==> config.mk <==
export PLATFORM = sky130hd
export DESIGN_NAME = pixel_write_queue
export DESIGN_NICKNAME = d
export VERILOG_FILES = /design/src/rtl/pixel_write_queue.sv
export SDC_FILE = /design/constraint.sdc
export NUM_CORES = 1
export LEC_CHECK = 0
export BUFFER_PORTS_ARGS = -buffer_cell sky130_fd_sc_hd__buf_4
export CELL_PAD_IN_SITES_DETAIL_PLACEMENT = 1
export CELL_PAD_IN_SITES_GLOBAL_PLACEMENT = 1
export CORE_UTILIZATION = 28
export CTS_BUF_LIST = sky130_fd_sc_hd__clkbuf_4 sky130_fd_sc_hd__clkbuf_8 sky130_fd_sc_hd__clkbuf_16
export DETAILED_ROUTE_END_ITERATION = 10
export PLACE_DENSITY_LB_ADDON = 0.12
export SLEW_MARGIN = 20
export SYNTH_ARGS = -nofsm -noshare
export SYNTH_HDL_FRONTEND = slang
export SYNTH_SLANG_ARGS = --single-unit
==> constraint.sdc <==
create_clock -name iClock -period 7.1 [get_ports iClock]
set_clock_uncertainty 0.2 [all_clocks]
set_input_delay 1.775 -clock iClock [delete_from_list [all_inputs] [get_ports iClock]]
set_output_delay 1.775 -clock iClock [all_outputs]
set_load 0.02 [all_outputs]
==> src/rtl/pixel_write_queue.sv <==
// Pixel write queue: turns the full-screen loader pixel stream into linear
// framebuffer writes through a small show-ahead FIFO. Off-screen pixels are
// consumed and counted rather than written. A single frame-complete pulse is
// raised once a finished frame has fully drained.
module pixel_write_queue #(
    parameter int X_SCREEN_PIXELS = 320,
    parameter int Y_SCREEN_PIXELS = 240,
    parameter int DEPTH           = 8,
    parameter int ADDR_WIDTH      = 17,
    parameter int COLOUR_WIDTH    = 3
) (
    input  logic                    iClock,
    input  logic                    iReset,
    input  logic [10:0]             iX,
    input  logic [9:0]              iY,
    input  logic [COLOUR_WIDTH-1:0] iColour,
    input  logic                    iPlot,
    input  logic                    iDone,
    output logic                    oReady,
    input  logic                    iMemReady,
    output logic [ADDR_WIDTH-1:0]   oAddr,
    output logic [COLOUR_WIDTH-1:0] oData,
    output logic                    oWren,
    output logic                    oFrameDone,
    output logic [15:0]             oClipCount
);

    localparam int PTR_WIDTH = $clog2(DEPTH);
    localparam int OCC_WIDTH = PTR_WIDTH + 1;

    localparam logic [OCC_WIDTH-1:0]  OCC_FULL  = OCC_WIDTH'(DEPTH);
    localparam logic [OCC_WIDTH-1:0]  OCC_EMPTY = {OCC_WIDTH{1'b0}};
    localparam logic [OCC_WIDTH-1:0]  OCC_ONE   = OCC_WIDTH'(1);
    localparam logic [PTR_WIDTH-1:0]  PTR_ONE   = PTR_WIDTH'(1);
    localparam logic [31:0]           X_LIMIT   = 32'(X_SCREEN_PIXELS);
    localparam logic [31:0]           Y_LIMIT   = 32'(Y_SCREEN_PIXELS);
    localparam logic [ADDR_WIDTH-1:0] ROW_PITCH = ADDR_WIDTH'(X_SCREEN_PIXELS);
    localparam logic [15:0]           CLIP_MAX  = 16'hFFFF;

    // Queue storage and state
    logic [ADDR_WIDTH-1:0]   addrMem_r   [DEPTH];
    logic [COLOUR_WIDTH-1:0] colourMem_r [DEPTH];
    logic [PTR_WIDTH-1:0]    wrPtr_r;
    logic [PTR_WIDTH-1:0]    rdPtr_r;
    logic [OCC_WIDTH-1:0]    occupancy_r;
    logic                    donePending_r;
    logic                    doneQ_r;
    logic [15:0]             clipCount_r;
    logic [ADDR_WIDTH-1:0]   addrOut_r;
    logic [COLOUR_WIDTH-1:0] dataOut_r;

    // Per-cycle decisions
    logic                    ready_s;
    logic                    accept_s;
    logic                    inRange_s;
    logic                    push_s;
    logic                    clip_s;
    logic                    pop_s;
    logic                    doneRise_s;
    logic                    frameDone_s;
    logic                    headFromInput_s;
    logic [ADDR_WIDTH-1:0]   pixelAddr_s;
    logic [PTR_WIDTH-1:0]    rdPtrNext_s;
    logic [OCC_WIDTH-1:0]    occNext_s;

    // Accept/clip/dequeue decisions and the next-state queue bookkeeping.
    // The address is formed modulo 2^ADDR_WIDTH, which equals truncating the
    // full-precision product-plus-offset.
    always_comb begin
        ready_s     = (occupancy_r < OCC_FULL);
        accept_s    = iPlot && ready_s;
        inRange_s   = (32'(iX) < X_LIMIT) && (32'(iY) < Y_LIMIT);
        push_s      = accept_s && inRange_s;
        clip_s      = accept_s && !inRange_s;
        pop_s       = (occupancy_r != OCC_EMPTY) && iMemReady;
        doneRise_s  = iDone && !doneQ_r;
        frameDone_s = donePending_r && (occupancy_r == OCC_EMPTY) && !push_s;
        pixelAddr_s = (ADDR_WIDTH'(iY) * ROW_PITCH) + ADDR_WIDTH'(iX);

        if (pop_s) begin
            rdPtrNext_s = rdPtr_r + PTR_ONE;
        end else begin
            rdPtrNext_s = rdPtr_r;
        end

        case ({push_s, pop_s})
            2'b10:   occNext_s = occupancy_r + OCC_ONE;
            2'b01:   occNext_s = occupancy_r - OCC_ONE;
            default: occNext_s = occupancy_r;
        endcase

        // The incoming pixel becomes the head when nothing older survives this edge
        if (push_s && ((occupancy_r == OCC_EMPTY) || ((occupancy_r == OCC_ONE) && pop_s))) begin
            headFromInput_s = 1'b1;
        end else begin
            headFromInput_s = 1'b0;
        end
    end

    // Entry storage; contents need no reset since occupancy guards every read
    always_ff @(posedge iClock) begin
        if (push_s) begin
            addrMem_r[wrPtr_r]   <= pixelAddr_s;
            colourMem_r[wrPtr_r] <= iColour;
        end
    end

    // Pointers and occupancy
    always_ff @(posedge iClock or posedge iReset) begin
        if (iReset) begin
            wrPtr_r     <= {PTR_WIDTH{1'b0}};
            rdPtr_r     <= {PTR_WIDTH{1'b0}};
            occupancy_r <= OCC_EMPTY;
        end else begin
            if (push_s) begin
                wrPtr_r <= wrPtr_r + PTR_ONE;
            end
            rdPtr_r     <= rdPtrNext_s;
            occupancy_r <= occNext_s;
        end
    end

    // Registered show-ahead head: loads the entry that will be at the head after
    // this edge, and holds the last written values once the queue empties
    always_ff @(posedge iClock or posedge iReset) begin
        if (iReset) begin
            addrOut_r <= {ADDR_WIDTH{1'b0}};
            dataOut_r <= {COLOUR_WIDTH{1'b0}};
        end else if (headFromInput_s) begin
            addrOut_r <= pixelAddr_s;
            dataOut_r <= iColour;
        end else if (occNext_s != OCC_EMPTY) begin
            addrOut_r <= addrMem_r[rdPtrNext_s];
            dataOut_r <= colourMem_r[rdPtrNext_s];
        end
    end

    // Saturating count of consumed off-screen pixels
    always_ff @(posedge iClock or posedge iReset) begin
        if (iReset) begin
            clipCount_r <= 16'd0;
        end else if (clip_s && (clipCount_r != CLIP_MAX)) begin
            clipCount_r <= clipCount_r + 16'd1;
        end
    end

    // Frame-done tracking: a rising iDone arms the pulse, which fires once the
    // queue is empty with no pixel arriving; rises while armed merge into it
    always_ff @(posedge iClock or posedge iReset) begin
        if (iReset) begin
            doneQ_r       <= 1'b0;
            donePending_r <= 1'b0;
        end else begin
            doneQ_r <= iDone;
            if (frameDone_s) begin
                donePending_r <= 1'b0;
            end else if (doneRise_s) begin
                donePending_r <= 1'b1;
            end
        end
    end

    assign oReady     = ready_s;
    assign oWren      = (occupancy_r != OCC_EMPTY);
    assign oAddr      = addrOut_r;
    assign oData      = dataOut_r;
    assign oFrameDone = frameDone_s;
    assign oClipCount = clipCount_r;

endmodule
==> flow_summary_export.csv <==
group,metric,value,unit
final_layout,stdcell_area,0.0119,mm²
global_routing,grt_first_pass_wirelength,42300,µm
power_and_ir_drop,ir_drop,0.000254,V
synthesis,synthFlopType,"edfxtp_1",
routing,detail_route.vias_per_cell,5.02,
critical_path,critPathKind,"input port to primary output",
synthesis,ys_seq_area_share,60.7,%
critical_path,r2r_start,"occupancy_r[0]",
routing,ant_nets,0,
synthesis,synth.cell_area,0.00989,mm²
global_routing,grt_pass1_vias,6906,
die,chipHeight,190,µm
timing,tns,0,ps
timing,slew-limit-headroom,22.1,%
critical_path,rr_worst_depth,13,
placement,dpl_cell_area,0.0110,mm²
clock_tree,h-tree-depth,1,
die,row_count,68,
critical_path,r2r-end,"oAddr[12]",
final_layout,antenna_cells,0,
clock_tree,cts_made_buffers,25,
outcome,status,"finished clean",
routing,drtIter0Drc,312,
clock_tree,cts.sink_count,208,
clock_tree,clk_latency,540,ps
routing,routed_wl,27600,µm
final_layout,final_cell_count_no_fill,1228,
hold_path,min_to,"donePending_r",
synthesis,netlist_top_cells_count,"edfxtp_1, mux2i_1, nor2_1",
final_layout,multi_input_area,0.00371,mm²
placement,place.gp.congestion,0.754,
clock_tree,postCtsHoldBufs,0,
die,core,0.0346,mm²
synthesis,synth_area_leaders,"edfxtp_1, dfrtp_1, mux2i_1",
synthesis,syn_nets,737,
synthesis,yosysMostFrequentCell,"edfxtp_1",
critical_path,cp-start-kind,"input port",
timing,finalCritPeriodShare,74.3,%
timing,drv_slew,0,
power_and_ir_drop,power.density,419,mW/mm²
clock_tree,cts_tree,"yes",
routing,vias,6160,
hold_path,holdPathStages,1,
die,start_util,28.6,%
die,io_pins,68,
synthesis,synth_cell_types,59,
synthesis,yosysTopAreaCell,"edfxtp_1",
routing,drc_errors,0,
routing,first_pass_iters,4,
final_layout,drive_gt1_share,22.8,%
placement,hpwlAfterDp,17000,µm
clock_tree,ctsResizeCount,0,
timing,tightest_slew,1170,ps
die,die-area,0.0361,mm²
power_and_ir_drop,finalPower,4.97,mW
power_and_ir_drop,leakage,4.42,nW
clock_tree,cts_setup_buffers,0,
clock_tree,clk_pin_slew,70,ps
timing,hold_violations,0,
hold_path,min_path_type,"flip-flop to flip-flop",
placement,port_buffers,67,
synthesis,ys_warn_count,0,
timing,rsz0062_at_grt,"false",
synthesis,synth_cells,678,
placement,dp.cells,1182,
global_routing,antenna_found_initial,0,
hold_path,worstHoldStart,"doneQ_r",
critical_path,cp_max_fo,8,
final_layout,nFillCells,3582,
global_routing,grt_max_degree,49,
critical_path,r2r_slack,2870,ps
clock_tree,root_buffer,"clkbuf_16",
global_routing,grt_overflow,0,
run,drv_cap,0,
die,dieWidth,190,µm
synthesis,synth.top_cell.area_share,48.6,%
timing,max_clock_freq,0.190,GHz
final_layout,seqCellArea,0.00601,mm²
critical_path,crit_path_end_kind,"primary output",
timing,period_minus_slack,5280,ps
synthesis,synth_enable_flop_cells,160,
global_routing,grt_usage,15.7,%
clock_tree,cts.path.max_buffers,3,
synthesis,postSynth.asyncResetShare,23.1,%
critical_path,critical_path_required,5120,ps
timing,setup-violations-final,0,
synthesis,ys_ff_latch,208,
synthesis,avgSynthCellArea,14.6,µm²
final_layout,fin_nets,813,
routing,wl_per_cell,22.4,µm
critical_path,cp.arrival,3300,ps
final_layout,area_growth,19.9,%
[sequential cells by signal, summed over array words and instances (netlist names)]
register / flops
addrMem_r: 136
colourMem_r: 24
donePending_r: 1
doneQ_r: 1
oAddr: 17
oClipCount: 16
oData: 3
occupancy_r: 4
rdPtr_r: 3
wrPtr_r: 3
[kinds of logic (layout without fill, tap and decap cells)]
kind of cell	Yosys count	count (layout)	synth area share (%)
flip-flops	208	208	60.7
buffers and inverters	53	148	2.43
AND/OR/NAND/NOR	150	150	7.66
XOR/XNOR	27	27	2.39
multiplexers	108	108	15.7
adder cells (fa/ha/maj)	30	30	3.95
AO/OA/AOI/OAI	102	102	7.10
[power by group]
| group | internal [mW] | switching [mW] | leakage (nW) | total, mW |
|---|---|---|---|---|
| Sequential | 1.48 | 0.167 | 2.01 | 1.64 |
| Clock | 0.841 | 0.528 | 0.442 | 1.37 |
| Combinational | 0.850 | 1.10 | 1.97 | 1.95 |
[worst max-delay path by stage]
stage                from               to  slack (ps)  cells past startpoint
finish              iY[8]       oFrameDone        1820                      5
global route        iY[8]       oFrameDone        1680                      5
CTS                 iY[8]       oFrameDone        1800                      5
detailed placement  iY[8]        oAddr[12]        1480                     11
global placement    iY[8]        oAddr[12]        1730                     11
floorplan           iY[8]  addrMem_r[0][0]        2320                      4
[critical path: stages]
cell     delay, ps
buf_4          120
nor4_1         390
nand4_1        490
and3_1         360
buf_4          160
[layout by cell type (no fill, tap or decap), types with 5 or more instances in the layout]
master and instances:
edfxtp_1 160, nor3_1 20, nand2_1 24, a211oi_1 18, mux2i_1 71, o21ai_0 14
o211ai_1 6, buf_4 77, clkinv_2 7, dfrtp_1 46, nor2b_1 5, nor2_4 6
a21oi_1 29, mux4_1 6, mux4_2 30, nand4_1 6, and2_1 5, bufinv_16 5
nor2_1 47, inv_1 21, nand3_1 8, ha_1 27, clkbuf_16 25, xor2_1 14
xnor2_1 13
[cell type report]
class | count | area share (%)
Sequential cell | 208 | 50.7
Multi-Input combinational cell | 417 | 31.3
Clock buffer | 26 | 5.39
Timing Repair Buffer | 77 | 4.88
Tap cell | 455 | 4.80
Clock inverter | 20 | 2.08
Inverter | 25 | 0.834
[stage by stage]
stage,setup slack (ps),utilization (%),hold slack [ps]
after floorplan,2320,-,210
after global placement,1730,31.7,233
after detailed placement,1480,31.7,247
after CTS,1800,34.2,265
after global routing,1680,34.2,284
final,1820,34.2,257
[layer usage]
metal | track usage [%] | up-vias | part of all wire, %
li1 | - | 2782 | -
met1 | 20.3 | 3241 | 43
met2 | 27.3 | 105 | 51
met3 | 2.31 | 32 | 4.3
met4 | 3.82 | 0 | 1.5
met5 | 0 | - | 0
Power figures use the tool's default switching activity.
